`src/rtl/uart_fifo_bridge_if.sv`:
```
// Simple register bus: one access per cycle, read data returned combinationally.
interface uart_fifo_bridge_if;
  logic [63:0] address;
  logic        sel;
  logic        read;
  logic [3:0]  write_mask;
  logic [63:0] write_value;
  logic [63:0] read_value;

  modport master (
    output address, sel, read, write_mask, write_value,
    input  read_value
  );

  modport slave (
    input  address, sel, read, write_mask, write_value,
    output read_value
  );
endinterface

```
`src/rtl/uart_fifo_bridge.sv`:
```
// CPU-facing register block with TX/RX word FIFOs, plus a master FSM that polls,
// configures and moves words to/from a UART over a second register bus.
module uart_fifo_bridge #(
  parameter int unsigned DEPTH = 16
) (
  input logic                clk,
  input logic                reset,
  uart_fifo_bridge_if.slave  cpu_bus,
  uart_fifo_bridge_if.master uart_bus
);
  localparam int unsigned AW = $clog2(DEPTH);
  localparam int unsigned CW = AW + 1;
  localparam logic [CW-1:0] Full = CW'(DEPTH);

  typedef enum logic [2:0] {StIdle, StCfg, StPoll, StRx, StTx} state_e;

  state_e state_q, state_d;

  logic [15:0]   txq_mem_q [DEPTH];
  logic [15:0]   rxq_mem_q [DEPTH];
  logic [AW-1:0] tx_wptr_q, tx_rptr_q, rx_wptr_q, rx_rptr_q;
  logic [CW-1:0] tx_cnt_q, tx_cnt_d, rx_cnt_q, rx_cnt_d;
  logic          ovf_q, ovf_d;
  logic          cfg_pending_q, cfg_pending_d;
  logic [31:0]   clk_div_q, clk_div_d;

  logic [1:0]  reg_sel;
  logic        cpu_wr, data_wr, status_wr, div_wr, data_rd;
  logic        tx_full, tx_empty, rx_full, rx_empty;
  logic        tx_push, tx_pop, rx_push, rx_pop, ovf_set, cfg_clear;
  logic [63:0] rd_data;

  logic [63:0] u_addr, u_val;
  logic        u_sel, u_read;
  logic [3:0]  u_mask;

  assign reg_sel   = cpu_bus.address[3:2];
  assign cpu_wr    = cpu_bus.sel & ~cpu_bus.read;
  assign data_wr   = cpu_wr & (reg_sel == 2'b01) & cpu_bus.write_mask[0];
  assign status_wr = cpu_wr & (reg_sel == 2'b00) & cpu_bus.write_mask[0];
  assign div_wr    = cpu_wr & (reg_sel == 2'b10) & (|cpu_bus.write_mask[1:0]);
  assign data_rd   = cpu_bus.sel & cpu_bus.read & (reg_sel == 2'b01);

  assign tx_full  = (tx_cnt_q == Full);
  assign tx_empty = (tx_cnt_q == '0);
  assign rx_full  = (rx_cnt_q == Full);
  assign rx_empty = (rx_cnt_q == '0);

  // A same-cycle pop frees the slot, so a push into a full TXQ is still accepted.
  assign tx_push = data_wr & (~tx_full | tx_pop);
  assign ovf_set = data_wr & tx_full & ~tx_pop;
  assign rx_pop  = data_rd & ~rx_empty;

  assign tx_cnt_d = tx_cnt_q + CW'(tx_push) - CW'(tx_pop);
  assign rx_cnt_d = rx_cnt_q + CW'(rx_push) - CW'(rx_pop);
  assign ovf_d    = ovf_set ? 1'b1 : (status_wr ? 1'b0 : ovf_q);
  assign cfg_pending_d = div_wr ? 1'b1 : (cfg_clear ? 1'b0 : cfg_pending_q);

  always_comb begin
    clk_div_d = clk_div_q;
    if (div_wr && cpu_bus.write_mask[1]) clk_div_d[31:16] = cpu_bus.write_value[31:16];
    if (div_wr && cpu_bus.write_mask[0]) clk_div_d[15:0]  = cpu_bus.write_value[15:0];
  end

  always_comb begin
    rd_data = '0;
    if (cpu_bus.sel) begin
      unique case (reg_sel)
        2'b00: begin
          rd_data[16 +: CW] = rx_cnt_q;
          rd_data[8 +: CW]  = tx_cnt_q;
          rd_data[3]        = ovf_q;
          rd_data[1]        = ~rx_empty;
          rd_data[0]        = ~tx_full;
        end
        2'b01:   rd_data = rx_empty ? {48'hFFFF_FFFF_FFFF, 16'h0}
                                    : {48'h0, rxq_mem_q[rx_rptr_q]};
        2'b10:   rd_data = {32'h0, clk_div_q};
        default: rd_data = '0;
      endcase
    end
  end

  assign cpu_bus.read_value = rd_data;

  // RX/TX targets are only chosen when the FIFO can take/give a word, and only
  // the CPU touches the other end meanwhile, so the condition still holds there.
  always_comb begin
    state_d   = state_q;
    u_addr    = '0;
    u_sel     = 1'b0;
    u_read    = 1'b0;
    u_mask    = '0;
    u_val     = '0;
    tx_pop    = 1'b0;
    rx_push   = 1'b0;
    cfg_clear = 1'b0;
    case (state_q)
      StIdle: state_d = (cfg_pending_q || div_wr) ? StCfg : StPoll;
      StCfg: begin
        u_sel     = 1'b1;
        u_mask    = 4'b0011;
        u_val     = {32'h0, clk_div_q};
        cfg_clear = 1'b1;
        state_d   = StIdle;
      end
      StPoll: begin
        u_sel  = 1'b1;
        u_addr = 64'h4;
        if (uart_bus.read_value[1] && !rx_full)       state_d = StRx;
        else if (uart_bus.read_value[0] && !tx_empty) state_d = StTx;
        else                                          state_d = StIdle;
      end
      StRx: begin
        u_sel   = 1'b1;
        u_addr  = 64'h8;
        u_read  = 1'b1;
        rx_push = 1'b1;
        state_d = StIdle;
      end
      StTx: begin
        u_sel   = 1'b1;
        u_addr  = 64'h8;
        u_mask  = 4'b0001;
        u_val   = {48'h0, txq_mem_q[tx_rptr_q]};
        tx_pop  = 1'b1;
        state_d = StIdle;
      end
      default: state_d = StIdle;
    endcase
  end

  assign uart_bus.address     = u_addr;
  assign uart_bus.sel         = u_sel;
  assign uart_bus.read        = u_read;
  assign uart_bus.write_mask  = u_mask;
  assign uart_bus.write_value = u_val;

  always_ff @(posedge clk) begin
    if (reset) begin
      state_q       <= StIdle;
      tx_wptr_q     <= '0;
      tx_rptr_q     <= '0;
      rx_wptr_q     <= '0;
      rx_rptr_q     <= '0;
      tx_cnt_q      <= '0;
      rx_cnt_q      <= '0;
      ovf_q         <= 1'b0;
      cfg_pending_q <= 1'b0;
      clk_div_q     <= '0;
    end else begin
      state_q       <= state_d;
      tx_cnt_q      <= tx_cnt_d;
      rx_cnt_q      <= rx_cnt_d;
      ovf_q         <= ovf_d;
      cfg_pending_q <= cfg_pending_d;
      clk_div_q     <= clk_div_d;
      if (tx_push) tx_wptr_q <= tx_wptr_q + AW'(1);
      if (tx_pop)  tx_rptr_q <= tx_rptr_q + AW'(1);
      if (rx_push) rx_wptr_q <= rx_wptr_q + AW'(1);
      if (rx_pop)  rx_rptr_q <= rx_rptr_q + AW'(1);
    end
  end

  always_ff @(posedge clk) begin
    if (!reset && tx_push) txq_mem_q[tx_wptr_q] <= cpu_bus.write_value[15:0];
    if (!reset && rx_push) rxq_mem_q[rx_wptr_q] <= uart_bus.read_value[15:0];
  end

  logic unused_bits;
  assign unused_bits = ^{cpu_bus.address[63:4], cpu_bus.address[1:0], cpu_bus.write_mask[3:2],
                         cpu_bus.write_value[63:32], uart_bus.read_value[63:16]};
endmodule

```
`src/flat_wrapper.sv`:
```
// flat-port wrapper written by rule: the top's interface ports become plain ports
module uart_fifo_bridge_flat 
#(
  parameter int unsigned DEPTH = 16
)
  (clk, reset, cpu_bus_address, cpu_bus_sel, cpu_bus_read, cpu_bus_write_mask, cpu_bus_write_value, cpu_bus_read_value, uart_bus_address, uart_bus_sel, uart_bus_read, uart_bus_write_mask, uart_bus_write_value, uart_bus_read_value);
  uart_fifo_bridge_if cpu_bus_i ();
  uart_fifo_bridge_if uart_bus_i ();
  input logic clk;
  input logic reset;
  input wire logic [$bits(cpu_bus_i.address)-1:0] cpu_bus_address;
  input wire logic [$bits(cpu_bus_i.sel)-1:0] cpu_bus_sel;
  input wire logic [$bits(cpu_bus_i.read)-1:0] cpu_bus_read;
  input wire logic [$bits(cpu_bus_i.write_mask)-1:0] cpu_bus_write_mask;
  input wire logic [$bits(cpu_bus_i.write_value)-1:0] cpu_bus_write_value;
  output wire logic [$bits(cpu_bus_i.read_value)-1:0] cpu_bus_read_value;
  output wire logic [$bits(uart_bus_i.address)-1:0] uart_bus_address;
  output wire logic [$bits(uart_bus_i.sel)-1:0] uart_bus_sel;
  output wire logic [$bits(uart_bus_i.read)-1:0] uart_bus_read;
  output wire logic [$bits(uart_bus_i.write_mask)-1:0] uart_bus_write_mask;
  output wire logic [$bits(uart_bus_i.write_value)-1:0] uart_bus_write_value;
  input wire logic [$bits(uart_bus_i.read_value)-1:0] uart_bus_read_value;
  assign cpu_bus_i.address = cpu_bus_address;
  assign cpu_bus_i.sel = cpu_bus_sel;
  assign cpu_bus_i.read = cpu_bus_read;
  assign cpu_bus_i.write_mask = cpu_bus_write_mask;
  assign cpu_bus_i.write_value = cpu_bus_write_value;
  assign cpu_bus_read_value = cpu_bus_i.read_value;
  assign uart_bus_address = uart_bus_i.address;
  assign uart_bus_sel = uart_bus_i.sel;
  assign uart_bus_read = uart_bus_i.read;
  assign uart_bus_write_mask = uart_bus_i.write_mask;
  assign uart_bus_write_value = uart_bus_i.write_value;
  assign uart_bus_i.read_value = uart_bus_read_value;
  uart_fifo_bridge #(.DEPTH(DEPTH)) u_core (.clk(clk), .reset(reset), .cpu_bus(cpu_bus_i), .uart_bus(uart_bus_i));
endmodule
```
`config.mk`:
```
export PLATFORM = sky130hd
export DESIGN_NAME = uart_fifo_bridge_flat
export DESIGN_NICKNAME = d
export VERILOG_FILES = /design/src/rtl/uart_fifo_bridge_if.sv /design/src/rtl/uart_fifo_bridge.sv /design/src/flat_wrapper.sv
export SDC_FILE = /design/constraint.sdc
export NUM_CORES = 1
export LEC_CHECK = 0
export ABC_AREA = 0
export ABC_CLOCK_PERIOD_IN_PS = 2700
export BUFFER_PORTS_ARGS = -buffer_cell sky130_fd_sc_hd__buf_2
export CELL_PAD_IN_SITES_DETAIL_PLACEMENT = 0
export CELL_PAD_IN_SITES_GLOBAL_PLACEMENT = 1
export CORE_MARGIN = 2
export CORE_UTILIZATION = 35
export DETAILED_ROUTE_END_ITERATION = 8
export PLACE_DENSITY_LB_ADDON = 0.08
export SYNTH_ARGS = -nofsm -noshare
export SYNTH_HDL_FRONTEND = slang
export SYNTH_SLANG_ARGS = --single-unit
```
`constraint.sdc`:
```
create_clock -name clk -period 2.7 [get_ports clk]
set_clock_uncertainty 0.05 [all_clocks]
set_input_delay 0.135 -clock clk [delete_from_list [all_inputs] [get_ports clk]]
set_output_delay 0.135 -clock clk [all_outputs]
set_load 0.01 [all_outputs]
```
# Word level (Yosys, flattened, before mapping)
# Memories as Yosys holds them, arrays and structs flattened. A register that Yosys moved wholly into a read port is not among the register bits.
# Index checks and enable logic that the tools add are counted.
[op_classes]
n_mul = 0
n_div = 0
n_lt_le_gt_ge = 0
eq_ne = 8
n_mux = 33
n_bitwise = 18
n_shift = 0
addsub = 8
reduce_logical = 19
[op_table]
columns = ["op", "n"]
rows = [
  ["64-bit 2-to-1 mux", 2],
  ["43-bit case mux with 2 select lines", 1],
  ["32-bit case mux with 2 select lines", 1],
  ["5-bit case mux with 3 select lines", 2],
  ["4-bit by 1-bit adder with 4-bit output, second input constant", 4],
  ["4-bit 2-to-1 mux", 4],
  ["4-bit case mux with 2 select lines", 2],
  ["1-bit bitwise AND", 13],
  ["1-bit 2-to-1 mux", 12],
  ["3-bit case mux with 2 select lines", 2],
  ["5-bit by 1-bit adder with 5-bit output", 2],
  ["5-bit == test, second input constant", 2],
  ["5-bit zero test", 2],
  ["5-bit by 1-bit subtractor with 5-bit output", 2],
  ["3-bit by 2-bit == test with 1-bit output, second input constant", 2],
  ["1-bit logical AND", 6],
  ["3-bit 2-to-1 mux", 2],
  ["2-bit case mux with 3 select lines", 1],
  ["1-bit inverter", 4],
  ["2-bit case mux with 2 select lines", 1],
  ["2-bit nonzero test", 2],
  ["2-bit OR reduction", 2],
  ["4-bit OR reduction", 1],
  ["3-bit by 1-bit == test with 1-bit output, second input constant", 1],
  ["11 further kinds", 13],
]
[word_totals]
ff_bits = 63
elab_cells = 99
memories = 2
ramBits = 512
latch_bits = 0
mem_bits_ro = 0
[memory_table]
columns = ["name", "depth", "word_bits", "rd", "rd_clocked_by_memory_dff", "wr", "line_no", "text"]
rows = [
  ["u_core.rxq_mem_q", 16, 16, 1, 1, 1, "uart_fifo_bridge.sv:20", "logic [15:0] rxq_mem_q [DEPTH];"],
  ["u_core.txq_mem_q", 16, 16, 1, 1, 1, "uart_fifo_bridge.sv:19", "logic [15:0] txq_mem_q [DEPTH];"],
]

# Logic depth before layout (Yosys ltp)
# Gate-level depths: netlist (run 1).
[logic_depth]
word_depth = 8
depth_mapped = 13
ltp_nobuf = 12

# Worst setup path after synthesis (run 1)
# Ideal clock, no wire load.
[synth_timing]
path_kind = "register -> register"
startpoint = "register u_core.state_q[1]"
endpoint = "memory u_core.txq_mem_q[2][0], enable pin"
path_buffers = 2
t_arrival_ps = 2445
synth_period_minus_slack_ps = 2904
setup_ps = 409
setup_slack_ps = -204
stages_incl_launch_ff = 7
cell_sequence = "dfxtp_1 > buf_2 > or3b_1 > buf_6 > a211oi_4 > nand2_1 > nor3_1"
[synth_via]
elab_chain_len = 7
[synth_lines]
columns = ["item", "line_no", "text"]
rows = [
  ["start: declaration", "uart_fifo_bridge.sv:17", "state_e state_q, state_d;"],
  ["start signal: assignment", "uart_fifo_bridge.sv:141", "state_q <= StIdle;"],
  ["start signal: assignment", "uart_fifo_bridge.sv:152", "state_q <= state_d;"],
  ["3-bit == test", "uart_fifo_bridge.sv:98", "case (state_q)"],
  ["1-bit 2-to-1 mux", "uart_fifo_bridge.sv:98", ""],
  ["1-bit OR", "uart_fifo_bridge.sv:50", "assign tx_push = data_wr & (~tx_full | tx_pop);"],
  ["1-bit bitwise AND", "uart_fifo_bridge.sv:50", ""],
  ["1-bit logical AND", "uart_fifo_bridge.sv:166", "if (!reset && tx_push) txq_mem_q[tx_wptr_q] <= cpu_bus.write_value[15:0];"],
  ["1-bit 2-to-1 mux", "uart_fifo_bridge.sv:166", ""],
  ["1-bit 2-to-1 mux (not written as such)", "uart_fifo_bridge.sv:166", ""],
  ["end: declaration", "uart_fifo_bridge.sv:19", ""],
]
# No other way between the ends.

# Worst setup path in the final report (run 1)
[layout_timing]
startpoint = "register u_core.rx_cnt_q[3]"
endpoint = "output port cpu_bus_read_value[1]"
[layout_via]
elab_chain_len = 4
[layout_lines]
columns = ["item", "line_no", "text"]
rows = [
  ["start: declaration", "uart_fifo_bridge.sv:22", "logic [CW-1:0] tx_cnt_q, tx_cnt_d, rx_cnt_q, rx_cnt_d;"],
  ["start signal: assignment", "uart_fifo_bridge.sv:154", "rx_cnt_q <= rx_cnt_d;"],
  ["5-bit zero test (*)", "uart_fifo_bridge.sv:47", "assign rx_empty = (rx_cnt_q == '0);"],
  ["64-bit 2-to-1 mux or 1-bit inverter (tied branches)", "uart_fifo_bridge.sv:76, uart_fifo_bridge.sv:73", ""],
  ["2-bit case mux with 3 select lines (*)", "uart_fifo_bridge.sv:68", "unique case (reg_sel)"],
  ["64-bit 2-to-1 mux (*)", "uart_fifo_bridge.sv:67", "if (cpu_bus.sel) begin"],
  ["end: declaration", "flat_wrapper.sv:16", "output wire logic [$bits(cpu_bus_i.read_value)-1:0] cpu_bus_read_value;"],
]
# Every way passes the cells marked *; elsewhere a longest branch is shown, timed or not.

==> results of run 1 <==
## final cells by class
class	count	area [um2]	area share (%)
repair buffers	351	2750	9.26
inverters	25	93.8	0.316
clock inverters	27	180	0.607
flip-flops and latches	583	16800	56.6
multi-input cells	792	6780	22.8
well taps	931	1160	3.92
clock buffers	96	1900	6.40
## timing repair
item,CTS,global route
setup endpoints to repair,75,20
cloned,0,1
endpoints found under the hold margin,552,0
hold buffers,54,0
buffers inserted,8,15
pin swaps,15,8
gates resized for setup,48,20
## where the power goes
part / switching, mW / internal (mW) / total (mW)
logic: 0.815 / 0.681 / 1.50
clock network: 3.59 / 5.01 / 8.61
registers: 0.0380 / 9.84 / 9.88
## cell usage in the layout (no fill, tap or decap), types with 4 or more instances in the layout
cell type	synthesis	routed
edfxtp_1	512	512
buf_2	35	157
buf_4	133	105
nand2_1	99	99
conb_1	1	96
mux2i_1	90	89
mux4_2	75	79
clkbuf_16	0	72
dfxtp_1	71	63
a22oi_1	79	61
dlygate4sd3_1	0	54
nand3_1	53	51
a21oi_1	49	47
nor2_1	46	40
and2_1	32	33
inv_1	25	23
ha_1	25	23
buf_12	1	23
clkbuf_1	29	22
a22oi_2	0	18
clkinv_1	0	16
a21o_1	13	13
nor2b_1	10	9
o21ai_0	10	9
xnor2_1	9	9
mux4_1	12	8
o211ai_1	8	8
xor2_1	7	7
nand2b_1	6	6
nor2_2	0	6
o221ai_2	0	6
buf_6	4	6
nand4_1	4	4
nor3_1	9	4
nor3_2	0	4
dfxtp_4	0	4
dfxtp_2	0	4
## per-layer routing
metal	share of wire, %	routed length, um	vias to the layer above	global-route usage [%]
met5	0	0	-	0
met4	2.3	1430	0	4.95
met3	3.0	1860	89	2.51
met2	52	32600	250	30.3
met1	42	26400	6915	22.1
li1	-	-	6231	-
## worst max-delay path, cell delays in order (launching register included)
cell     delay [ps]
dfxtp_2         330
inv_2            50
ha_4            150
buf_6           110
nor4b_4         130
buf_12          130
or3b_4          370
o32a_1          350
o21ai_2         100
buf_2           170
## worst paths after layout
path | startpoint | end | slack (ps) | cells after the start
min | cpu_bus_sel | u_core.rx_rptr_q[2] | 180 | 5
max | u_core.rx_cnt_q[3] | cpu_bus_read_value[1] | 40 | 9
min reg2reg | u_core.ovf_q | u_core.ovf_q | 410 | 2
max reg2reg | u_core.rx_cnt_q[3] | u_core.rx_cnt_q[4] | 140 | 12
## flip-flops by register name, summed over array words and instances (netlist names), named ones only
name                  flops
u_core.rxq_mem_q        256
u_core.txq_mem_q        256
u_core.clk_div_q         32
u_core.rx_cnt_q           5
u_core.tx_cnt_q           5
u_core.rx_rptr_q          4
u_core.rx_wptr_q          4
u_core.tx_rptr_q          4
u_core.tx_wptr_q          4
u_core.state_q            3
u_core.cfg_pending_q      1
u_core.ovf_q              1
## logic make-up after synthesis
kind of cell / after synthesis / share of synthesized area [%]
DFF: 583 / 68.8
and+or+nand+nor: 293 / 6.08
buffers and inverters: 231 / 5.97
AOI/OAI and AO/OA: 180 / 5.04
muxes: 180 / 12.0
adders and majority gates: 27 / 1.45
xor gates and xnor gates: 16 / 0.574
other: 1 / 0.0154
==> summary.txt, run 1 <==
Timing
  – Sum of negative setup slack: 0 ps
  – Worst hold slack: 176 ps
  – Setup repair after global routing missed its margin: true
  – Fin crit share: 98.7%
  – Time the final worst path needs with I/O delays and setup: 2660 ps
  – Worst Max-Slew Pin Slew: 762 ps
  – Final setup slack of the worst path: 35.3 ps
  – Achievable Freq: 0.375 GHz
  – Slew Limit Fails: 0
  – Final setup violation count: 0
  – Final hold violations: 0
  – Worst relative slew slack: 49.2%

GRT
  – Largest net degree at the start of global routing: 64
  – Wire length of the first global-routing pass: 90,200 um
  – Number of antenna violations at the first check in global routing: 0
  – Overall fraction of global-route tracks in use: 17.2%
  – Total congestion overflow: 0
  – Via count of the first global-routing pass: 13,700

Die
  – I/O pin count: 398
  – Height of the die: 268 um
  – Core Rows: 96
  – Starting Density: 35.5%
  – Core area: 0.0688 mm2
  – Floorplan die area: 0.0718 mm2
  – Die width: 268 um

Power
  – Power after layout: 20.0 mW
  – Worst voltage drop across the vdd grid: 0.000539 V
  – Pwr dens: 673 mW/mm2
  – Standby leakage power: 10.1 nW

Finish
  – Final Util: 43.1%
  – Filler cell count: 6,257
  – Design area: 0.0297 mm2
  – Post-synthesis to final-layout area growth: 21.7%
  – Fraction of final layout cells sized beyond drive strength 1: 28.7%
  – Layout Nets: 2,048
  – Diode insertion count for antenna repair: 0
  – Non-filler cells, final: 2,805

Critical path
  – Required @ worst endpoint: 2520 ps
  – Maximum fanout along the worst path: 8
  – Worst setup EP type: output pin
  – CP startpoint kind: flop
  – Critical path data arrival time: 2480 ps
  – Critical path class: flop to output pin

Placed design
  – Total of buffers placed on input and output ports: 157
  – Area after DPL: 0.0265 mm2
  – Minimum setup slack after placement: 8.78 ps
  – Placed wire-length estimate after detailed placement: 40,700 um
  – Last weighted congestion value of the routability-driven placer: 0.731
  – Cells after DPL: 2,605

Synth
  – Cell area after synthesis: 0.0244 mm2
  – Post-synth top area share: 63.0%
  – Top post-synthesis cells by area: edfxtp_1 (63%), mux4_2 (6.9%), dfxtp_1 (5.8%), buf_4 (4.1%), mux2i_1 (3.7%)
  – Top-count cell post-synth: edfxtp_1
  – Leading area contributor after synthesis: edfxtp_1
  – Flops & latches, synth: 583
  – Top flip-flop cell by instance count after synthesis: edfxtp_1
  – List of most frequent post-synthesis cells: edfxtp_1 (512), buf_4 (133), nand2_1 (99)
  – Count of warnings emitted by yosys: 0
  – Syn Inst Count: 1,511
  – Share of flip-flops with an asynchronous set or reset: 0%
  – Count of different cell masters after synthesis: 64
  – Avg Inst Size Synth: 16.1 um2
  – Number of enable flip-flop cells after synthesis: 512
  – Sequential share of the synthesized area: 68.8%

Hold path
  – Path class of the lowest-slack min-delay path: input port to flop

Clock tree
  – CTS max path bufs: 3
  – Num CTS Buffers: 68
  – Clock edge transition at the registers on the reported setup and hold paths: 60 ps
  – Clock insertion delay at the later pin of the skew report: 590 ps
  – Clock sink count: 583
  – Clock tree from TritonCTS: built
  – Number of H-tree levels: 3
  – Clock root cell: clkbuf_16

Run
  – Reported max-cap violation count: 0

Route
  – Via-per-instance ratio: 4.81
  – Number of antenna-violating nets in the routed design: 0
  – Average detailed-routed wire length per instance: 22.2 um
  – Post-detailed-routing wire length: 62,300 um
  – Starting DRC count in detailed routing: 680
  – Post-detailed-route DRC marker count: 0
  – Detailed-router iteration count before antenna repair: 4
  – Vias: 13,500

Status
  – Run status: completed
Power figures use the tool's default switching activity.
==> run 2: changes to the inputs <==
ABC_CLOCK_PERIOD_IN_PS = 3400   (was 2700)
CELL_PAD_IN_SITES_DETAIL_PLACEMENT = 1   (was 0)
CELL_PAD_IN_SITES_GLOBAL_PLACEMENT = 2   (was 1)
clock period = 3.4 ns   (was 2.7 ns; I/O delays follow)
==> summary.txt, run 2 (synthesis gave the netlist of run 1 again) <==
Power
  – Standby leakage power: 9.68 nW (was 10.1 nW)
  – Worst voltage drop across the vdd grid: 0.000485 V (was 0.000539 V)
  – Pwr dens: 547 mW/mm2 (was 673 mW/mm2)

GRT
  – Overall fraction of global-route tracks in use: 17.4% (was 17.2%)
  – Total congestion overflow: 0 (unchanged)
  – Via count of the first global-routing pass: 13,800 (was 13,700)
  – Largest net degree at the start of global routing: 50 (was 64)
  – Wire length of the first global-routing pass: 91,700 um (was 90,200 um)
  – Number of antenna violations at the first check in global routing: 0 (unchanged)

Finish
  – Layout Nets: 1,968 (was 2,048)
  – Area of the multi-input gates: 0.00656 mm2 (was 0.00678 mm2)
  – Post-synthesis to final-layout area growth: 17.6% (was 21.7%)
  – Most common library cell in the layout ignoring fill and taps: edfxtp_1 (unchanged)
  – Total area of sequential cells: 0.0168 mm2 (about the same)
  – Diode insertion count for antenna repair: 0 (unchanged)
  – Fraction of final layout cells sized beyond drive strength 1: 23.4% (was 28.7%)
  – Most frequent cells in the layout: edfxtp_1 (512), buf_2 (157), nand2_1 (99), conb_1 (96), mux2i_1 (90) (was edfxtp_1 (512), buf_2 (157), buf_4 (105), nand2_1 (99), conb_1 (96))
  – Filler cell count: 6,864 (was 6,257)
  – Largest registers: u_core.rxq_mem_q: 256 flops, u_core.txq_mem_q: 256 flops, u_core.clk_div_q: 32 flops (unchanged)

Die
  – Starting Density: 35.5% (unchanged)
  – Core area: 0.0688 mm2 (unchanged)
  – Die width: 268 um (unchanged)
  – Core Rows: 96 (unchanged)
  – Floorplan die area: 0.0718 mm2 (unchanged)
  – I/O pin count: 398 (unchanged)
  – Height of the die: 268 um (unchanged)

Clock tree
  – Clock insertion delay at the later pin of the skew report: 590 ps (about the same)
  – Clock edge transition at the registers on the reported setup and hold paths: 60 ps (about the same)
  – Clock tree from TritonCTS: built (unchanged)
  – Number of H-tree levels: 3 (unchanged)
  – Clock sink count: 583 (unchanged)
  – Buffer count from post-CTS setup fixing: 0 (was 8)
  – Num CTS Buffers: 67 (was 68)
  – CTS max path bufs: 3 (unchanged)
  – Clock root cell: clkbuf_16 (unchanged)

Critical path
  – Critical path class: flop to output pin (unchanged)
  – Maximum fanout along the worst path: 26 (was 8)
  – Required @ worst endpoint: 3180 ps (was 2520 ps)
  – Critical path data arrival time: 2880 ps (was 2480 ps)
  – Reg2reg setup slack: 480 ps (was 140 ps)
  – Worst setup EP type: output pin (unchanged)
  – CP startpoint kind: flop (unchanged)

Route
  – Via-per-instance ratio: 4.87 (was 4.81)
  – Starting DRC count in detailed routing: 675 (was 680)
  – Number of antenna-violating nets in the routed design: 0 (unchanged)
  – Average detailed-routed wire length per instance: 23.0 um (was 22.2 um)
  – Detailed-router iteration count before antenna repair: 5 (was 4)
  – Vias: 13,300 (was 13,500)
  – Post-detailed-routing wire length: 62,700 um (was 62,300 um)
  – Post-detailed-route DRC marker count: 0 (unchanged)

Placed design
  – Total of buffers placed on input and output ports: 157 (unchanged)
  – Placed wire-length estimate after detailed placement: 40,200 um (was 40,700 um)
  – Last weighted congestion value of the routability-driven placer: 0.722 (was 0.731)

Timing
  – Sum of negative setup slack: 0 ps (unchanged)
  – Final setup violation count: 0 (unchanged)
  – Fin crit share: 91.2%
  – Setup repair after global routing missed its margin: false (was true)
  – Time the final worst path needs with I/O delays and setup: 3100 ps
  – Slew Limit Fails: 0 (unchanged)
  – Worst hold slack: 90.3 ps (was 176 ps)
  – Worst Max-Slew Pin Slew: 814 ps (was 762 ps)
  – Final hold violations: 0 (unchanged)
  – Worst relative slew slack: 45.8% (was 49.2%)
  – Achievable Freq: 0.322 GHz

Hold path
  – Path class of the lowest-slack min-delay path: input port to flop (unchanged)

Run
  – Reported max-cap violation count: 0 (unchanged)

Status
  – Run status: completed (unchanged)
## run 2: cell count changes in the layout (fill, tap and decap cells not counted), sizes merged
cell | previous run | this run
dlygate4sd3 | 54 | 53
clkinvlp | 1 | 0
bufinv | 1 | 3
clkbuf | 98 | 90
clkinv | 22 | 28
buf | 295 | 219
## run 2: power by group
group          total (mW)  leakage (nW)  switching (mW)  internal [mW]
Combinational       0.830          3.45           0.512          0.318
Clock                6.99          1.06            2.87           4.12
Sequential           7.87          5.18          0.0581           7.81
## run 2: layout make-up
cell class                      instances  share of cell area, %
Clock buffer                           90                   6.54
Clock inverter                         34                  0.912
Inverter                               25                  0.327
Multi-Input combinational cell        792                   22.9
Sequential cell                       583                   58.6
Tap cell                              931                   4.06
Timing Repair Buffer                  272                   6.69
## run 2: metrics by stage
stage / setup WS [ps] / total power [mW] / std cells / util (%) / area (um2)
after floorplan: 496 / 8.59 / 1606 / - / 24800
after global placement: 442 / 8.81 / 2550 / 37.8 / 26000
after detailed placement: 455 / 8.82 / 2550 / 37.8 / 26000
after CTS: 168 / 15.9 / 2727 / 41.7 / 28700
after global routing: 119 / 16.2 / 2727 / 41.7 / 28700
final: 299 / 15.7 / 2727 / 41.7 / 28700
## run 2: routing by layer
metal | routed length [um] | global-route usage, %
met5 | 0 | 0
met4 | 1130 | 4.48
met3 | 1790 | 2.56
met2 | 32800 | 30.8
met1 | 27000 | 22.5
## run 2: critical path: stages, from the launching register on
cell	delay (ps)
dfxtp_4	630
buf_4	390
mux4_2	560
a22oi_1	190
o221ai_1	240
buf_2	230
## run 2: worst paths after layout
kind,from,to,cells past startpoint
min,cpu_bus_read,u_core.rx_rptr_q[2],5
min reg2reg,u_core.ovf_q,u_core.ovf_q,2
max,flop,cpu_bus_read_value[12],5
max reg2reg,u_core.rx_cnt_q[2],u_core.rx_cnt_q[4],12
## run 2: what timing repair did
action                     CTS  global route
hold buffers                53             0
resized for setup            1             0
hold endpoints to repair   561             0
setup endpoints to repair    1             0
==> run 3: changes to the inputs <==
CORE_UTILIZATION = 44   (was 35)
==> summary.txt, run 3 (synthesis gave the netlist of run 1 again) <==
Critical path
  – Critical Path, Cell by Cell: buf_4 -> mux4_2 -> a22oi_1 -> o211ai_1 -> buf_2 (was buf_4 -> mux4_2 -> a22oi_1 -> o221ai_1 -> buf_2)
  – Largest stage delay on the critical path: 630 ps (about the same)
  – Crit path max-delay cell type: dfxtp_4 (unchanged)
  – Required @ worst endpoint: 3180 ps (about the same)
  – Critical path data arrival time: 2940 ps (was 2880 ps)
  – Critical path class: flop to output pin (unchanged)
  – Maximum fanout along the worst path: 27 (was 26)
  – Worst setup EP type: output pin (unchanged)
  – CP startpoint kind: flop (unchanged)

Power
  – Sequential fraction of design power: 50.7% (was 50.2%)
  – Switching power: 3.38 mW (was 3.44 mW)
  – Internal cell power: 12.2 mW (was 12.3 mW)
  – Worst voltage drop across the vdd grid: 0.000434 V (was 0.000485 V)
  – Switching share of total power: 21.8% (was 21.9%)
  – Combinational power share: 5.4% (was 5.3%)
  – Standby leakage power: 9.66 nW (was 9.68 nW)
  – Pwr dens: 548 mW/mm2 (was 547 mW/mm2)
  – Share of power burned in the clock network: 43.9% (was 44.5%)

Die
  – Core area: 0.0550 mm2 (was 0.0688 mm2)
  – Floorplan die area: 0.0574 mm2 (was 0.0718 mm2)
  – I/O pin count: 398 (unchanged)
  – Starting Density: 44.4% (was 35.5%)
  – Height of the die: 239 um (was 268 um)
  – Die width: 239 um (was 268 um)
  – Core Rows: 86 (was 96)

GRT
  – Wire length of the first global-routing pass: 88,000 um (was 91,700 um)
  – Largest net degree at the start of global routing: 64 (was 50)
  – Number of antenna violations at the first check in global routing: 1 (was 0)
  – Overall fraction of global-route tracks in use: 20.8% (was 17.4%)
  – Total congestion overflow: 0 (unchanged)
  – Via count of the first global-routing pass: 13,800 (about the same)

Clock tree
  – Clock sink count: 583 (unchanged)
  – Buffer count from post-CTS setup fixing: 0 (unchanged)
  – CTS max path bufs: 3 (unchanged)
  – Resized cells post-CTS: 0 (was 1)
  – Clock edge transition at the registers on the reported setup and hold paths: 60 ps (about the same)
  – CTS Hold Bufs: 53 (unchanged)
  – Number of H-tree levels: 3 (unchanged)
  – Num CTS Buffers: 66 (was 67)
  – Clock insertion delay at the later pin of the skew report: 590 ps (about the same)
  – Clock root cell: clkbuf_16 (unchanged)
  – Clock tree from TritonCTS: built (unchanged)

Finish
  – Design area: 0.0284 mm2 (was 0.0287 mm2)
  – Most frequent cells in the layout: edfxtp_1 (512), buf_2 (157), nand2_1 (99), conb_1 (96), mux2i_1 (90) (unchanged)
  – Largest registers: u_core.rxq_mem_q: 256 flops, u_core.txq_mem_q: 256 flops, u_core.clk_div_q: 32 flops (unchanged)
  – Layout Nets: 1,971 (was 1,968)
  – Post-synthesis to final-layout area growth: 16.2% (was 17.6%)
  – Most common library cell in the layout ignoring fill and taps: edfxtp_1 (unchanged)
  – Fraction of final layout cells sized beyond drive strength 1: 23.3% (was 23.4%)

Timing
  – Achievable Freq: 0.316 GHz (was 0.322 GHz)
  – Fin crit share: 93.1% (was 91.2%)
  – Worst relative slew slack: 37.9% (was 45.8%)
  – Sum of negative setup slack: 0 ps (unchanged)
  – Final setup violation count: 0 (unchanged)
  – Slew Limit Fails: 0 (unchanged)
  – Worst Max-Slew Pin Slew: 931 ps (was 814 ps)
  – Worst hold slack: 33.9 ps (was 90.3 ps)
  – Time the final worst path needs with I/O delays and setup: 3160 ps (was 3100 ps)
  – Setup repair after global routing missed its margin: false (unchanged)
  – Final hold violations: 0 (unchanged)

Placed design
  – Placed wire-length estimate after detailed placement: 38,000 um (was 40,200 um)
  – Total of buffers placed on input and output ports: 157 (unchanged)
  – Last weighted congestion value of the routability-driven placer: 0.751 (was 0.722)
  – Area after DPL: 0.0258 mm2 (was 0.0260 mm2)

Route
  – Starting DRC count in detailed routing: 814 (was 675)
  – Via-per-instance ratio: 5.27 (was 4.87)
  – Detailed-router iteration count before antenna repair: 5 (unchanged)
  – Post-detailed-route DRC marker count: 0 (unchanged)
  – Number of antenna-violating nets in the routed design: 0 (unchanged)
  – Post-detailed-routing wire length: 59,200 um (was 62,700 um)
  – Average detailed-routed wire length per instance: 23.3 um (was 23.0 um)
  – Vias: 13,400 (was 13,300)

Run
  – Reported max-cap violation count: 0 (unchanged)

Hold path
  – Path class of the lowest-slack min-delay path: input port to flop (unchanged)

Status
  – Run status: completed (unchanged)
## run 3: cell count changes in the layout (fill, tap and decap cells not counted), moves of 3 or more
cell      previous run  this run
clkinv_1            14         9
buf_12              11         6
clkinv_2            13         8
buf_4               51        60
clkbuf_1            15        18
## run 3: worst paths after layout
check                     startpoint                endpoint  slack (ps)  cells after the start
setup reg to reg  u_core.rx_cnt_q[2]      u_core.rx_cnt_q[4]         450                     12
hold / removal           cpu_bus_sel            u_core.ovf_q          30                      4
hold reg to reg         u_core.ovf_q            u_core.ovf_q         420                      2
setup / recovery                flop  cpu_bus_read_value[14]         240                      5
## run 3: final cells by class
type | instances | area [um2]
diodes | 1 | 2.50
clock buffers | 93 | 1880
clock inverters | 24 | 204
fillers | 5202 | 26600
inverters | 25 | 93.8
multi-input cells | 792 | 6560
flip-flops and latches | 583 | 16800
well taps | 748 | 936
repair buffers | 276 | 1890
## run 3: stage by stage
| step | std cells | utilization (%) | total power [mW] | worst slack (ps) |
|---|---|---|---|---|
| 2_1_floorplan | 1606 | - | 8.59 | 496 |
| 3_3_place_gp | 2371 | 46.8 | 8.80 | 487 |
| 3_5_place_dp | 2371 | 46.8 | 8.82 | 467 |
| 4_1_cts | 2541 | 51.6 | 15.7 | 165 |
| 5_1_grt | 2542 | 51.6 | 16.0 | 32.7 |
| 6_report | 2542 | 51.6 | 15.5 | 236 |
## run 3: metal layers
| metal | global-route usage, % | part of all wire, % | routed length (um) | up-vias |
|---|---|---|---|---|
| li1 | - | - | - | 6070 |
| met1 | 27.3 | 43 | 25600 | 7010 |
| met2 | 36.0 | 51 | 30300 | 242 |
| met3 | 3.31 | 3.3 | 1940 | 87 |
| met4 | 6.08 | 2.4 | 1430 | 0 |
| met5 | 0 | 0 | 0 | - |
## run 3: critical path, delay by kind of cell, from the launching register on
kind / cells / cell delay, ps
AO/OA/AOI/OAI: 2 / 500
buffers and inverters: 2 / 660
flip-flops: 1 / 630
multiplexers: 1 / 540
## run 3: power by group through the flow
stage / clock (mW) / combinational [mW] / sequential, mW
CTS: 6.98 / 0.845 / 7.88
detailed placement: 0 / 0.793 / 8.03
global placement: 0 / 0.776 / 8.02
global route: 7.23 / 0.916 / 7.88
finish: 6.82 / 0.831 / 7.88
floorplan: 0 / 0.597 / 8.00
